===== src/rtl/can_apb_bridge_mc_if.sv =====
// APB3/APB4 slave-side bus bundle for can_apb_bridge_mc.
// Member names drop the s_apb_ prefix; the instance is named s_apb, so s_apb.paddr is s_apb_paddr.
interface can_apb_bridge_mc_if;
  logic [31:0] paddr;
  logic        psel;
  logic        penable;
  logic        pwrite;
  logic [31:0] pwdata;
  logic [3:0]  pstrb;
  logic [2:0]  pprot;
  logic [31:0] prdata;
  logic        pready;
  logic        pslverr;

  modport master (
    output paddr, psel, penable, pwrite, pwdata, pstrb, pprot,
    input  prdata, pready, pslverr
  );

  modport slave (
    input  paddr, psel, penable, pwrite, pwdata, pstrb, pprot,
    output prdata, pready, pslverr
  );
endinterface


===== src/rtl/can_apb_bridge_mc.sv =====
// APB to multi-channel CAN register bridge: serialises each 32-bit access into
// byte strobes on one of NUM_CH 8-bit register ports and aggregates channel irqs.
// Optional IRQ pending/mask window enabled by defining CAN_APB_IRQ_CTRL_EN.
module can_apb_bridge_mc #(
  parameter int unsigned NUM_CH      = 2,
  parameter int unsigned ADDR_W      = 8,
  parameter int unsigned CH_WIN_LOG2 = 10,
  parameter int unsigned RD_LAT      = 1
) (
  input  logic                  aclk,
  input  logic                  arst,
  can_apb_bridge_mc_if.slave    s_apb,
  output logic [NUM_CH-1:0]     reg_we_o,
  output logic [NUM_CH-1:0]     reg_re_o,
  output logic [ADDR_W-1:0]     reg_addr_o,
  output logic [7:0]            reg_wdata_o,
  input  logic [NUM_CH*8-1:0]   reg_rdata_i,
  input  logic [NUM_CH-1:0]     irq_ch_i,
  output logic                  irq_o
);

  localparam int unsigned CH_W  = 4;
  localparam int unsigned CNT_W = 2;

  typedef enum logic [2:0] {
    S_IDLE,
    S_WR_BYTE,
    S_RD_ISSUE,
    S_RD_WAIT,
    S_DONE
  } state_t;

  state_t              r_state;
  logic [CH_W-1:0]     r_ch;
  logic [ADDR_W-1:0]   r_base;
  logic [31:0]         r_wdata;
  logic [3:0]          r_pend;
  logic [1:0]          r_lane;
  logic [CNT_W-1:0]    r_cnt;
  logic [23:0]         r_rdbuf;
  logic [NUM_CH-1:0]   r_we;
  logic [NUM_CH-1:0]   r_re;
  logic [ADDR_W-1:0]   r_addr;
  logic [7:0]          r_wbyte;
  logic [31:0]         r_prdata;
  logic                r_pready;
  logic                r_pslverr;
  logic                r_irq;
`ifdef CAN_APB_IRQ_CTRL_EN
  localparam int unsigned OFF_W = CH_WIN_LOG2 - 2;
  logic [NUM_CH-1:0]   r_mask;
  logic [OFF_W-1:0]    w_off;
  assign w_off = s_apb.paddr[CH_WIN_LOG2-1:2];
`endif

  logic                w_access;
  logic [CH_W-1:0]     w_ch;
  logic [ADDR_W-1:0]   w_base;
  logic [NUM_CH-1:0]   w_ch_oh;
  logic [NUM_CH-1:0]   w_rch_oh;
  logic                w_is_ch;
  logic [1:0]          w_first_lane;
  logic [1:0]          w_next_lane;
  logic [7:0]          w_rd_byte;
  logic                w_unused;

  // Lowest set lane of a 4-bit strobe mask
  function automatic logic [1:0] f_first(input logic [3:0] m);
    if (m[0])      return 2'd0;
    else if (m[1]) return 2'd1;
    else if (m[2]) return 2'd2;
    else           return 2'd3;
  endfunction

  // Byte lane l of a 32-bit word
  function automatic logic [7:0] f_byte(input logic [31:0] d, input logic [1:0] l);
    case (l)
      2'd0:    return d[7:0];
      2'd1:    return d[15:8];
      2'd2:    return d[23:16];
      default: return d[31:24];
    endcase
  endfunction

  assign w_access     = s_apb.psel & s_apb.penable;
  assign w_ch         = s_apb.paddr[CH_WIN_LOG2+3:CH_WIN_LOG2];
  assign w_base       = {s_apb.paddr[ADDR_W-1:2], 2'b00};
  assign w_ch_oh      = NUM_CH'(1) << w_ch;
  assign w_rch_oh     = NUM_CH'(1) << r_ch;
  assign w_is_ch      = (w_ch < CH_W'(NUM_CH));
  assign w_first_lane = f_first(s_apb.pstrb);
  assign w_next_lane  = f_first(r_pend);
  assign w_unused     = &{1'b0, s_apb.pprot, s_apb.paddr};

  // Select the read byte of the latched channel
  always_comb begin
    w_rd_byte = 8'h00;
    for (int unsigned c = 0; c < NUM_CH; c++) begin
      if (r_ch == CH_W'(c)) w_rd_byte = reg_rdata_i[8*c +: 8];
    end
  end

  // Transfer sequencer with registered strobes and APB response
  always_ff @(posedge aclk or posedge arst) begin
    if (arst) begin
      r_state   <= S_IDLE;
      r_ch      <= '0;
      r_base    <= '0;
      r_wdata   <= '0;
      r_pend    <= '0;
      r_lane    <= '0;
      r_cnt     <= '0;
      r_rdbuf   <= '0;
      r_we      <= '0;
      r_re      <= '0;
      r_addr    <= '0;
      r_wbyte   <= '0;
      r_prdata  <= '0;
      r_pready  <= 1'b0;
      r_pslverr <= 1'b0;
    end else begin
      case (r_state)
        S_IDLE: begin
          if (w_access) begin
            r_ch    <= w_ch;
            r_base  <= w_base;
            r_wdata <= s_apb.pwdata;
            if (w_is_ch) begin
              if (s_apb.pwrite) begin
                if (s_apb.pstrb == 4'b0000) begin
                  r_state  <= S_DONE;
                  r_pready <= 1'b1;
                end else begin
                  r_state <= S_WR_BYTE;
                  r_we    <= w_ch_oh;
                  r_addr  <= w_base | ADDR_W'(w_first_lane);
                  r_wbyte <= f_byte(s_apb.pwdata, w_first_lane);
                  r_pend  <= s_apb.pstrb & ~(4'b0001 << w_first_lane);
                end
              end else begin
                r_state <= S_RD_ISSUE;
                r_re    <= w_ch_oh;
                r_addr  <= w_base;
                r_lane  <= 2'd0;
              end
            end
`ifdef CAN_APB_IRQ_CTRL_EN
            else if (w_ch == CH_W'(NUM_CH)) begin
              r_state  <= S_DONE;
              r_pready <= 1'b1;
              if (!s_apb.pwrite) begin
                if (w_off == OFF_W'(0))      r_prdata <= 32'(irq_ch_i);
                else if (w_off == OFF_W'(1)) r_prdata <= 32'(r_mask);
                else                         r_prdata <= '0;
              end
            end
`endif
            else begin
              r_state   <= S_DONE;
              r_pready  <= 1'b1;
              r_pslverr <= 1'b1;
            end
          end
        end
        S_WR_BYTE: begin
          if (r_pend == 4'b0000) begin
            r_state  <= S_DONE;
            r_we     <= '0;
            r_addr   <= '0;
            r_wbyte  <= '0;
            r_pready <= 1'b1;
          end else begin
            r_addr  <= r_base | ADDR_W'(w_next_lane);
            r_wbyte <= f_byte(r_wdata, w_next_lane);
            r_pend  <= r_pend & ~(4'b0001 << w_next_lane);
          end
        end
        S_RD_ISSUE: begin
          r_state <= S_RD_WAIT;
          r_re    <= '0;
          r_addr  <= '0;
          r_cnt   <= CNT_W'(RD_LAT - 1);
        end
        S_RD_WAIT: begin
          if (r_cnt == '0) begin
            if (r_lane == 2'd3) begin
              r_state  <= S_DONE;
              r_pready <= 1'b1;
              r_prdata <= {w_rd_byte, r_rdbuf};
            end else begin
              case (r_lane)
                2'd0:    r_rdbuf[7:0]   <= w_rd_byte;
                2'd1:    r_rdbuf[15:8]  <= w_rd_byte;
                default: r_rdbuf[23:16] <= w_rd_byte;
              endcase
              r_state <= S_RD_ISSUE;
              r_lane  <= r_lane + 2'd1;
              r_re    <= w_rch_oh;
              r_addr  <= r_base | ADDR_W'(r_lane + 2'd1);
            end
          end else begin
            r_cnt <= r_cnt - CNT_W'(1);
          end
        end
        S_DONE: begin
          r_state   <= S_IDLE;
          r_pready  <= 1'b0;
          r_pslverr <= 1'b0;
          r_prdata  <= '0;
        end
        default: r_state <= S_IDLE;
      endcase
    end
  end

`ifdef CAN_APB_IRQ_CTRL_EN
  // MASK register, byte 0 write strobe only covers the used bits
  always_ff @(posedge aclk or posedge arst) begin
    if (arst) begin
      r_mask <= '1;
    end else if (r_state == S_IDLE && w_access && s_apb.pwrite &&
                 w_ch == CH_W'(NUM_CH) && w_off == OFF_W'(1) && s_apb.pstrb[0]) begin
      r_mask <= s_apb.pwdata[NUM_CH-1:0];
    end
  end

  // Registered masked interrupt aggregate
  always_ff @(posedge aclk or posedge arst) begin
    if (arst) r_irq <= 1'b0;
    else      r_irq <= |(irq_ch_i & r_mask);
  end
`else
  // Registered plain interrupt aggregate
  always_ff @(posedge aclk or posedge arst) begin
    if (arst) r_irq <= 1'b0;
    else      r_irq <= |irq_ch_i;
  end
`endif

  assign reg_we_o      = r_we;
  assign reg_re_o      = r_re;
  assign reg_addr_o    = r_addr;
  assign reg_wdata_o   = r_wbyte;
  assign s_apb.prdata  = r_prdata;
  assign s_apb.pready  = r_pready;
  assign s_apb.pslverr = r_pslverr;
  assign irq_o         = r_irq;

endmodule


===== src/flat_wrapper.sv =====
// flat-port wrapper written by rule: the top's interface ports become plain ports
module can_apb_bridge_mc_flat 
#(
  parameter int unsigned NUM_CH      = 2,
  parameter int unsigned ADDR_W      = 8,
  parameter int unsigned CH_WIN_LOG2 = 10,
  parameter int unsigned RD_LAT      = 1
)
  (aclk, arst, reg_we_o, reg_re_o, reg_addr_o, reg_wdata_o, reg_rdata_i, irq_ch_i, irq_o, s_apb_paddr, s_apb_psel, s_apb_penable, s_apb_pwrite, s_apb_pwdata, s_apb_pstrb, s_apb_pprot, s_apb_prdata, s_apb_pready, s_apb_pslverr);
  can_apb_bridge_mc_if s_apb_i ();
  input  logic aclk;
  input  logic arst;
  output logic [NUM_CH-1:0] reg_we_o;
  output logic [NUM_CH-1:0] reg_re_o;
  output logic [ADDR_W-1:0] reg_addr_o;
  output logic [7:0] reg_wdata_o;
  input  logic [NUM_CH*8-1:0] reg_rdata_i;
  input  logic [NUM_CH-1:0] irq_ch_i;
  output logic irq_o;
  input wire logic [$bits(s_apb_i.paddr)-1:0] s_apb_paddr;
  input wire logic [$bits(s_apb_i.psel)-1:0] s_apb_psel;
  input wire logic [$bits(s_apb_i.penable)-1:0] s_apb_penable;
  input wire logic [$bits(s_apb_i.pwrite)-1:0] s_apb_pwrite;
  input wire logic [$bits(s_apb_i.pwdata)-1:0] s_apb_pwdata;
  input wire logic [$bits(s_apb_i.pstrb)-1:0] s_apb_pstrb;
  input wire logic [$bits(s_apb_i.pprot)-1:0] s_apb_pprot;
  output wire logic [$bits(s_apb_i.prdata)-1:0] s_apb_prdata;
  output wire logic [$bits(s_apb_i.pready)-1:0] s_apb_pready;
  output wire logic [$bits(s_apb_i.pslverr)-1:0] s_apb_pslverr;
  assign s_apb_i.paddr = s_apb_paddr;
  assign s_apb_i.psel = s_apb_psel;
  assign s_apb_i.penable = s_apb_penable;
  assign s_apb_i.pwrite = s_apb_pwrite;
  assign s_apb_i.pwdata = s_apb_pwdata;
  assign s_apb_i.pstrb = s_apb_pstrb;
  assign s_apb_i.pprot = s_apb_pprot;
  assign s_apb_prdata = s_apb_i.prdata;
  assign s_apb_pready = s_apb_i.pready;
  assign s_apb_pslverr = s_apb_i.pslverr;
  can_apb_bridge_mc #(.NUM_CH(NUM_CH), .ADDR_W(ADDR_W), .CH_WIN_LOG2(CH_WIN_LOG2), .RD_LAT(RD_LAT)) u_core (.aclk(aclk), .arst(arst), .s_apb(s_apb_i), .reg_we_o(reg_we_o), .reg_re_o(reg_re_o), .reg_addr_o(reg_addr_o), .reg_wdata_o(reg_wdata_o), .reg_rdata_i(reg_rdata_i), .irq_ch_i(irq_ch_i), .irq_o(irq_o));
endmodule

===== config.mk =====
export PLATFORM = sky130hd
export DESIGN_NAME = can_apb_bridge_mc_flat
export DESIGN_NICKNAME = d
export VERILOG_FILES = /design/src/rtl/can_apb_bridge_mc_if.sv /design/src/rtl/can_apb_bridge_mc.sv /design/src/flat_wrapper.sv
export SDC_FILE = /design/constraint.sdc
export NUM_CORES = 1
export LEC_CHECK = 0
export CAP_MARGIN = 25
export CORE_UTILIZATION = 47
export CTS_BUF_LIST = sky130_fd_sc_hd__clkbuf_4
export DETAILED_ROUTE_END_ITERATION = 10
export PLACE_DENSITY = 0.79
export RECOVER_POWER = 50
export SLEW_MARGIN = 0
export SYNTH_ARGS = -nofsm -noshare
export SYNTH_HDL_FRONTEND = slang
export SYNTH_SLANG_ARGS = --single-unit

===== constraint.sdc =====
create_clock -name aclk -period 4.8 [get_ports aclk]
set_input_delay 1.2 -clock aclk [delete_from_list [all_inputs] [get_ports aclk]]
set_output_delay 1.2 -clock aclk [all_outputs]
set_load 0.1 [all_outputs]

; Word level (Yosys, flattened, before mapping)
; Cells that the tools add are included.
[word_totals]
regBits = 132
wordCells = 167
[classes]
add_sub_neg = 3
order_cmp = 1
eq_ne = 26
shift = 4
n_mux = 72
n_bitwise = 10
n_reduce_logical = 33
[op_table]
columns = op, n
row1 = 8-bit two-way mux, 14
row2 = 32-bit two-way mux, 2
row3 = 32-bit one-hot mux with 2 select lines, 1
row4 = 8-bit one-hot mux with 3 select lines, 2
row5 = 2-bit two-way mux, 20
row6 = 8-bit one-hot mux with 4 select lines, 1
row7 = 6-bit AND reduction, 5
row8 = 3-bit two-way mux, 7
row9 = 4-bit two-way mux, 5
row10 = 8-bit by 2-bit bitwise OR with 8-bit output, 2
row11 = 8-bit one-hot mux with 2 select lines, 1
row12 = 2-bit inequality test (second input constant), 7
row13 = 4-bit logical NOT, 3
row14 = 2-bit one-hot mux with 2 select lines, 3
row15 = 3-bit one-hot mux with 4 select lines, 1
row16 = 4-bit AND reduction, 3
row17 = 1-bit two-way mux, 11
row18 = 2-bit by 1-bit inequality test with 1-bit output (second input constant), 5
row19 = 2-bit nonzero test, 5
row20 = 3-bit inequality test (second input constant), 3
row21 = 3-bit AND reduction, 3
row22 = 4-bit AND, 2
row23 = 2-bit logical NOT, 4
row24 = 4-bit NOT, 2
row25 = other kinds (26), 37

; Longest topological paths before layout
; Gate-level depths: netlist (run 1).
[logic_depth]
depth_word = 11
mapped_depth = 9
mapped_depth_nobuf = 6

; Worst setup path before layout (run 1)
; No wires, ideal clock.
[synth_timing]
path_type = input -> register
start = input s_apb_pstrb[1]
end = register u_core.r_wbyte[0], in the netlist u_core.reg_wdata_o[0]
arrival_time_ns = 2.659
slack_ns = 2.014
stages = 6
cell_sequence = buf_6 -> or4_4 -> and4_4 -> o21a_4 -> buf_6 -> mux2_4
[synth_between]
elab_chain_cells = 9
word_cells_on_any_way = 14
classes_between = eq/ne (3) / mux (8) / reduce/logical (3)
[synth_lines]
columns = element, line
row1 = "start, declared", flat_wrapper.sv:25  ; input wire logic [$bits(s_apb_i.pstrb)-1:0] s_apb_pstrb;
row2 = 2-bit two-way mux, can_apb_bridge_mc.sv:70  ; else if (m[1]) return 2'd1;
row3 = 2-bit two-way mux, can_apb_bridge_mc.sv:69  ; if (m[0]) return 2'd0;
row4 = 2-bit == test (tied with other cells), can_apb_bridge_mc.sv:77  ; case (l)
row5 = 8-bit one-hot mux with 3 select lines, can_apb_bridge_mc.sv:77
row6 = 8-bit two-way mux, can_apb_bridge_mc.sv:130  ; if (s_apb.pstrb == 4'b0000) begin
row7 = 8-bit two-way mux, can_apb_bridge_mc.sv:129  ; if (s_apb.pwrite) begin
row8 = 8-bit two-way mux, can_apb_bridge_mc.sv:128  ; if (w_is_ch) begin
row9 = 8-bit two-way mux, can_apb_bridge_mc.sv:124  ; if (w_access) begin
row10 = 8-bit one-hot mux with 2 select lines, can_apb_bridge_mc.sv:122  ; case (r_state)
row11 = "end signal, assigned", can_apb_bridge_mc.sv:137  ; r_wbyte <= f_byte(s_apb.pwdata, w_first_lane);
row12 = "end signal, assigned", can_apb_bridge_mc.sv:174  ; r_wbyte <= f_byte(r_wdata, w_next_lane);
row13 = "end, declared", can_apb_bridge_mc.sv:44  ; logic [7:0] r_wbyte;
; Parallel ways exist; a longest one is shown, timed or not. The select of a mux whose other input is x is not followed.
; A chain may end at the register's enable or synchronous reset.

; Worst setup path after layout (run 1)
[layout_timing]
start = register u_core.r_we[1], in the netlist u_core.reg_we_o[1]
end = output reg_we_o[1]
[layout_rtl]
columns = element, line
row1 = "start, declared", can_apb_bridge_mc.sv:41  ; logic [NUM_CH-1:0] r_we;
row2 = "start signal, assigned", can_apb_bridge_mc.sv:135  ; r_we <= w_ch_oh;
row3 = "end, declared", flat_wrapper.sv:13  ; output logic [NUM_CH-1:0] reg_we_o;
; No word-level cell between the ends.

==> impl_metrics.yaml, run 1 <==
outcome:
  status: "finished with violations"
  violations: "capacitance limit, slew limit"
final_layout:
  antenna_cells: 0
  fin_cells: 892
  nNetsFinal: 806
  area_growth_syn_to_layout_pct: 26.6
  drive_gt1_share_pct: 15.1
routing:
  dr.max_layer_used: "met4"
  drcViolationCount: 0
  dr.pass1.iters: 5
  drtIter0Drc: 476
  wl_met1_um: 6220
  met2_wirelength_um: 7580
  wl_met3_um: 772
  vias_per_cell: 5.55
  wl_um: 14900
  final_antenna_net_count: 0
  wl_per_cell_um: 16.6
  vias: 4952
timing:
  grt_setup_unrepaired: "false"
  drv_slew: 63
  tightest_slew_ps: 2650
  fmax_mhz: 304
  finClkSkew_ps: 24.2
  setup_viol: 0
  finalSetupTns_ps: 0
  relSlewSlack_pct: -77.4
  min_period_ps: 3290
  hold_viol: 0
  period_share_pct: 68.6
critical_path:
  worstPathArrival_ps: 2090
  timing.rr.start: "u_core.r_state[0]"
  crit_type: "reg -> out"
  slowest_delay_ps: 1170
  cp_max_fo: 3
  crit_path_end_kind: "output pin"
  worstReg2RegEnd: "u_core.r_wdata[3]"
  r2r_slack_ps: 2030
  required_ps: 3600
  crit_chain: "clkdlybuf4s50_1"
  ff2ff_path_depth: 4
  worst_path_max_delay_cell: "clkdlybuf4s50_1"
  path_buf_inv: 1
  cp_top_family: "buffers and inverters"
  startpoint_type: "flop"
logic_synthesis:
  synthDistinctLibCells: 56
  synth.top_cells.by_area: "dfrtp_1, mux2_2, nand2_1, o21ai_0, nor2b_1"
  avgSynthCellArea_um2: 10.5
  syn_area_um2: 6260
  ys_seq_elements: 132
  yosysTopAreaCell: "dfrtp_1"
  synth_fp_nets: 695
  syn_inst: 596
  synth_enable_flop_cells: 0
  async_flop_share_pct: 100
  synth_warnings: 0
  synth_ff_type: "dfrtp_1"
  synth_top_area_share_pct: 52.8
  synth_seq_area_share_pct: 52.8
floorplan:
  fp.dieW_um: 117
  die_h_um: 117
  num_rows: 41
  initial_utilization_pct: 48.8
  core_um2: 12800
  io_pins: 149
  die-area_um2: 13800
clock_network:
  cts_resized: 0
  path_clk_slew_ps: 110
  cts_root_buf: "clkbuf_4"
  postCtsHoldBufs: 0
  post_cts_buffers: 0
  cts_sinks: 132
  clock_latency_ps: 530
  clock_path_buffers: 2
  numCtsBuffers: 17
  cts_tree: "done"
  h-tree-depth: 4
global_routing:
  antenna_found_initial: 0
  grt_pass1_vias: 4961
  gr-total-overflow: 0
  grt_use_total_pct: 23.0
  grt_max_degree: 71
  grt_pass1_wl_um: 24900
worst_hold_path:
  hp-start: "u_core.s_apb.prdata[13]"
  hold-path-endpoint: "u_core.s_apb.prdata[13]"
  hold_class: "reg -> reg"
  min_path_cells: 2
pwr:
  total_power_mw: 5.44
  leakagePower_nw: 3.30
  powerDensity_nw_per_um2: 687
  irDropWorstVdd_uv: 397
place:
  dp_cells: 860
  gp_congestion: 0.839
  dp_hpwl_um: 10500
  port_buffers: 123
flow_run:
  cap_violations: 2
-- worst min-delay path, cell delays in order, from the launching register on --
cell	delay, ps
dfrtp_1	360
nand2_1	50
o21ai_0	60
-- logic make-up after synthesis --
kind of cell	after synthesis	share of synthesized area (%)
fa+ha+maj	5	1.00
simple gates	208	16.7
buf+inv	53	3.58
flops	132	52.8
mux	63	11.6
compound gates	135	14.3
-- placed cells by master, fill, tap and decap left out, types with 10 or more instances in the layout --
master	Yosys	routed
clkbuf_4	0	18
clkdlybuf4s50_1	0	120
dfrtp_1	132	132
inv_1	14	13
mux2_2	54	54
nand2_1	111	111
nand2b_1	10	10
nor2b_1	26	26
nor3b_1	12	12
o21ai_0	65	65
o31ai_1	11	11
-- routing by layer --
metal | up-vias | global-route usage [%]
li1 | 2344 | -
met1 | 2417 | 28.1
met2 | 163 | 39.2
met3 | 28 | 5.11
met4 | 0 | 9.33
met5 | - | 0
-- Yosys cell counts (all sizes together), types with 5 or more instances --
cell type / instances
a21oi: 7
buf: 10
nor2b: 26
mux2: 60
o21ai: 65
a22o: 7
nand2: 111
dfrtp: 132
o211ai: 9
nor3b: 12
nor2: 8
ha: 5
clkbuf: 29
a32o: 8
inv: 14
nand2b: 10
nand3: 7
nor4: 8
o31ai: 11
nor3: 9
a22oi: 8
-- registers in the layout, indices dropped and copies added (netlist names), 3 cells and up --
name	flops
u_core.r_wdata	32
u_core.s_apb.prdata	32
u_core.r_rdbuf	24
u_core.reg_addr_o	8
u_core.reg_wdata_o	8
u_core.r_base	6
u_core.r_ch	4
u_core.r_pend	4
u_core.r_state	3
-- worst max-delay path by stage --
stage          cells after the start  slack, ps          startpoint                       to
6_report                           1       1510  u_core.reg_we_o[1]              reg_we_o[1]
3_3_place_gp                       5       1380     s_apb_paddr[11]     u_core.reg_addr_o[2]
4_1_cts                            1       1450  u_core.reg_we_o[1]              reg_we_o[1]
5_1_grt                            2       1290                arst  u_core.s_apb.prdata[11]
3_5_place_dp                       5       1350     s_apb_paddr[11]     u_core.reg_addr_o[7]
2_1_floorplan                      1         70                arst             u_core.irq_o
-- power by group --
group | total (mW) | internal [mW] | switching, mW
Combinational | 2.85 | 0.886 | 1.97
Clock | 0.750 | 0.321 | 0.429
Sequential | 1.84 | 1.53 | 0.306
-- through the flow --
stage	util (%)	hold slack, ps	instance area (um^2)	setup slack [ps]
floorplan	-	447	6260	74.0
global placement	59.3	463	7610	1380
detailed placement	59.7	470	7660	1350
CTS	61.9	498	7940	1450
global route	61.8	519	7920	1290
finish	61.8	490	7920	1510
-- layout make-up --
type	count	area, um^2
clock buffer	18	135
fill	1067	4900
inverter	14	53.8
multi-input combinational	411	2730
tap	172	215
timing repair buffer	131	1330
clock inverter	14	150
sequential	132	3300
(Power assumes the default switching activity.)
==> run 2: changes to the inputs <==
==> constraint.sdc (replaced) <==
create_clock -name aclk -period 2.7 [get_ports aclk]
set_input_delay 0.675 -clock aclk [delete_from_list [all_inputs] [get_ports aclk]]
set_output_delay 0.675 -clock aclk [all_outputs]
set_load 0.1 [all_outputs]
==> run 2 against run 1 <==
The run now ends clean. Worst hold slack gained 3.2 ps. Combinational power rose by 74%. Register-to-register slack got worse by 1600 ps. Cell area fell by 0.88%. Total power grew 78%. Global-route usage increased by 0.18 points. Clock power increased by 97%. Clock-buffer cell count unchanged. Critical path depth is 5 higher. Sequential share of layout area increased by 0.37 points. Worst setup slack got worse by 1100 ps. Highest routed layer unchanged.
==> impl_metrics.yaml, run 2 (synthesized netlist as in run 1, its figures left out) <==
outcome:
  status: "finished clean"
worst_hold_path:
  hold_class: "reg -> reg"
  min_path_cells: 2
routing:
  drtIter0Drc: 305
  final_antenna_net_count: 0
  wl_um: 15100
  vias_per_cell: 5.50
  vias: 4966
  dr.pass1.iters: 5
  wl_per_cell_um: 16.7
  drcViolationCount: 0
floorplan:
  fp.dieW_um: 117
  num_rows: 41
  initial_utilization_pct: 48.8
  core_um2: 12800
  io_pins: 149
  die_h_um: 117
  die-area_um2: 13800
global_routing:
  grt_use_total_pct: 23.2
  grt_max_degree: 57
  gr-total-overflow: 0
  grt_pass1_wl_um: 25300
  grt_pass1_vias: 5037
  antenna_found_initial: 0
place:
  dp_hpwl_um: 11000
  port_buffers: 123
  dp_cells: 871
  placed_area_um2: 7620
  gp_congestion: 0.820
pwr:
  clockPowerShare_pct: 15.3
  powerDensity_nw_per_um2: 1230
  p_int_mw: 4.82
  p_seq_share_pct: 33.6
  netSwitchingPower_mw: 4.87
  total_power_mw: 9.69
  leakagePower_nw: 3.42
  p_comb_share_pct: 51.0
  irDropWorstVdd_uv: 939
  switching_share_pct: 50.3
timing:
  finClkSkew_ps: 18.0
  grt_setup_unrepaired: "false"
  fin_hold_ws_ps: 493
  hold_viol: 0
  min_period_ps: 2330
  tightest_slew_ps: 962
  drv_slew: 0
  fmax_mhz: 430
  setup_viol: 0
  period_share_pct: 86.2
  relSlewSlack_pct: 35.8
  finalSetupTns_ps: 0
clock_network:
  post_cts_buffers: 0
  clock_latency_ps: 550
  path_clk_slew_ps: 130
  clock_path_buffers: 2
  h-tree-depth: 4
  cts_sinks: 132
  postCtsHoldBufs: 0
  cts_root_buf: "clkbuf_4"
  cts_tree: "done"
  cts_resized: 0
  numCtsBuffers: 17
final_layout:
  fillers: 1084
  mostFrequentLayoutCells: "dfrtp_1, nand2_1, clkdlybuf4s50_1, o21ai_0, mux2_2"
  drive_gt1_share_pct: 24.2
  area_growth_syn_to_layout_pct: 25.5
  fin_cells: 903
  antenna_cells: 0
  final_common_cell: "dfrtp_1"
  nNetsFinal: 817
  final_area_um2: 7850
critical_path:
  ff2ff_path_depth: 7
  cp_max_fo: 12
  crit_path_end_kind: "flop"
  startpoint_type: "primary input"
  required_ps: 3140
  crit_type: "in -> reg"
  worstPathArrival_ps: 2770
flow_run:
  cap_violations: 0
## run 2: per-layer routing
layer  global-route usage (%)  wire, um
met1                     28.2      6410
met2                     40.1      7730
met3                     4.86       676
met4                     8.85       281
met5                        0         0
## run 2: critical path: stages
cell             delay, ps
clkdlybuf4s50_1        450
nor3_2                 260
buf_4                  200
and4_4                 220
o21a_1                 560
mux2_2                 400
## run 2: worst paths after layout
check,from,endpoint,slack (ps)
max,s_apb_paddr[11],u_core.reg_wdata_o[6],370
min,u_core.r_rdbuf[4],u_core.r_rdbuf[4],490
max reg2reg,u_core.r_cnt[0],u_core.reg_re_o[0],390
min reg2reg,u_core.r_rdbuf[4],u_core.r_rdbuf[4],490
max in group asynchronous,arst,u_core.s_apb.prdata[13],630
min in group asynchronous,arst,u_core.r_wdata[19],690
## run 2: area by class of cell
type	count	area, um^2	area share, %
sequential	132	3300	42.1
multi-input combinational	411	2740	34.9
timing repair buffer	142	1210	15.5
tap	172	215	2.74
clock inverter	14	189	2.41
clock buffer	18	135	1.72
inverter	14	53.8	0.685
## run 2: power by group through the flow
stage | Combinational [mW] | Clock, mW | Sequential, mW
detailed placement | 5.04 | 0 | 3.29
global route | 5.22 | 1.62 | 3.36
global placement | 4.95 | 0 | 3.24
finish | 4.95 | 1.48 | 3.26
CTS | 5.05 | 1.52 | 3.26
floorplan | 1.67 | 0 | 5.42
## run 2: stage by stage
stage / util [%] / setup WS, ps
finish: 61.2 / 373
global route: 61.2 / 205
CTS: 62.0 / 481
detailed placement: 59.5 / 41.2
global placement: 59.5 / 62.0
floorplan: - / 388
==> edit: new RTL, flow settings as in run 2 <==
Re-encode `state_t` (5 states) as one-hot, 5 bits wide.
--- a/src/rtl/can_apb_bridge_mc.sv
+++ b/src/rtl/can_apb_bridge_mc.sv
@@ -22,12 +22,12 @@
   localparam int unsigned CH_W  = 4;
   localparam int unsigned CNT_W = 2;
 
-  typedef enum logic [2:0] {
-    S_IDLE,
-    S_WR_BYTE,
-    S_RD_ISSUE,
-    S_RD_WAIT,
-    S_DONE
+  typedef enum logic [4:0] {
+    S_IDLE     = 5'b00001,
+    S_WR_BYTE  = 5'b00010,
+    S_RD_ISSUE = 5'b00100,
+    S_RD_WAIT  = 5'b01000,
+    S_DONE     = 5'b10000
   } state_t;
 
   state_t              r_state;
Formal check against the unedited RTL: no difference found for any inputs over 4 cycles, from zero or initial values and one cycle with arst high; so few cycles prove little.
==> edit against run 2 <==
  * Cell count is 9.3% higher
  * Critical path depth is 1 lower
  * Sequential cell count is 2 higher
  * Total power shrank 18%
  * Design area grew 1.4%
  * Routed wire length up 5.7%
  * Area after synthesis is 2.1% higher
  * Worst setup slack better by 0.018 ns
==> edit: results <==
[cells_and_area]
nNetsFinal = 897
fill_cells = 1107
final_layout_size_suffix_gt1_share_pct = 20.0

[sta]
skew_ns = 0.0187
max_slew_margin_pct = 25.2
fin_ws_ns = 0.391

[hold_path]
hp-start = u_core.r_wdata[24]

[power_and_ir_drop]
ir_worst_vdd_uv = 407
p_int_mw = 3.85
pg_comb_mw = 3.91

[synthesis]
synth_common_cells = nand2_1 (176), dfrtp_1 (133), o21ai_0 (58)
yosysSeqAreaShare_pct = 52.5
synthMuxAreaShare_pct = 7.61
synth_cell_types = 60
yosys.area_share.xor_xnor_pct = 0.137
synth_cells = 671
synth_compound_area_share_pct = 15.3

[drt]
dr_wl_met3_um = 933
dr.first_iter.drc_count = 408
wl_met1_mm = 6.62
route.met2.wl_mm = 8.02
wire_per_inst_um = 16.2
vias = 5412

[grt]
globalRouteMet2Util_pct = 41.2
grt_usage_pct = 23.8
use_met3_pct = 4.73
grt_pass1_wl_mm = 26.2

[worst_setup_path]
reg2regPathDepth = 5
crit_arrival_ns = 2.72
ff2ff_setup_slack_ns = 0.39
r2r-end = u_core.r_wdata[15]
critPathLaunch = u_core.r_state[1]
crit_fanout = 38

[status]
outcome = complete, no violations

[place]
dp_hpwl_mm = 11.7
dpl_cell_area_um2 = 7770
==> edit: changes by cell type after synthesis, moves of 9 or more <==
cell       change
nand2_1       +65
nor2_1        +35
a21oi_1       +29
mux2_2        -25
nor2b_1       -23
a221oi_1      +15
a2bb2oi_1     +13
inv_1         +12
clkbuf_1      -11
nor3b_1       -11
or3_1          +9
==> edit: metrics by stage <==
step	utilization, %	hold slack, ns
after floorplan	-	0.437
after global placement	58.7	0.451
after detailed placement	58.7	0.463
after CTS	60.7	0.491
after global routing	60.1	0.518
final	60.1	0.489
==> edit: layout make-up <==
type,instances,area share [%]
tap,176,2.77
clock inverter,14,1.63
timing repair buffer,150,16.4
clock buffer,18,1.70
inverter,26,1.24
multi-input combinational,469,34.2
sequential,134,42.1
==> edit: worst min-delay path, cell delays in order (launching register included) <==
cell	delay (ns)
dfrtp_1	0.36
nand2_1	0.05
nand2_1	0.06
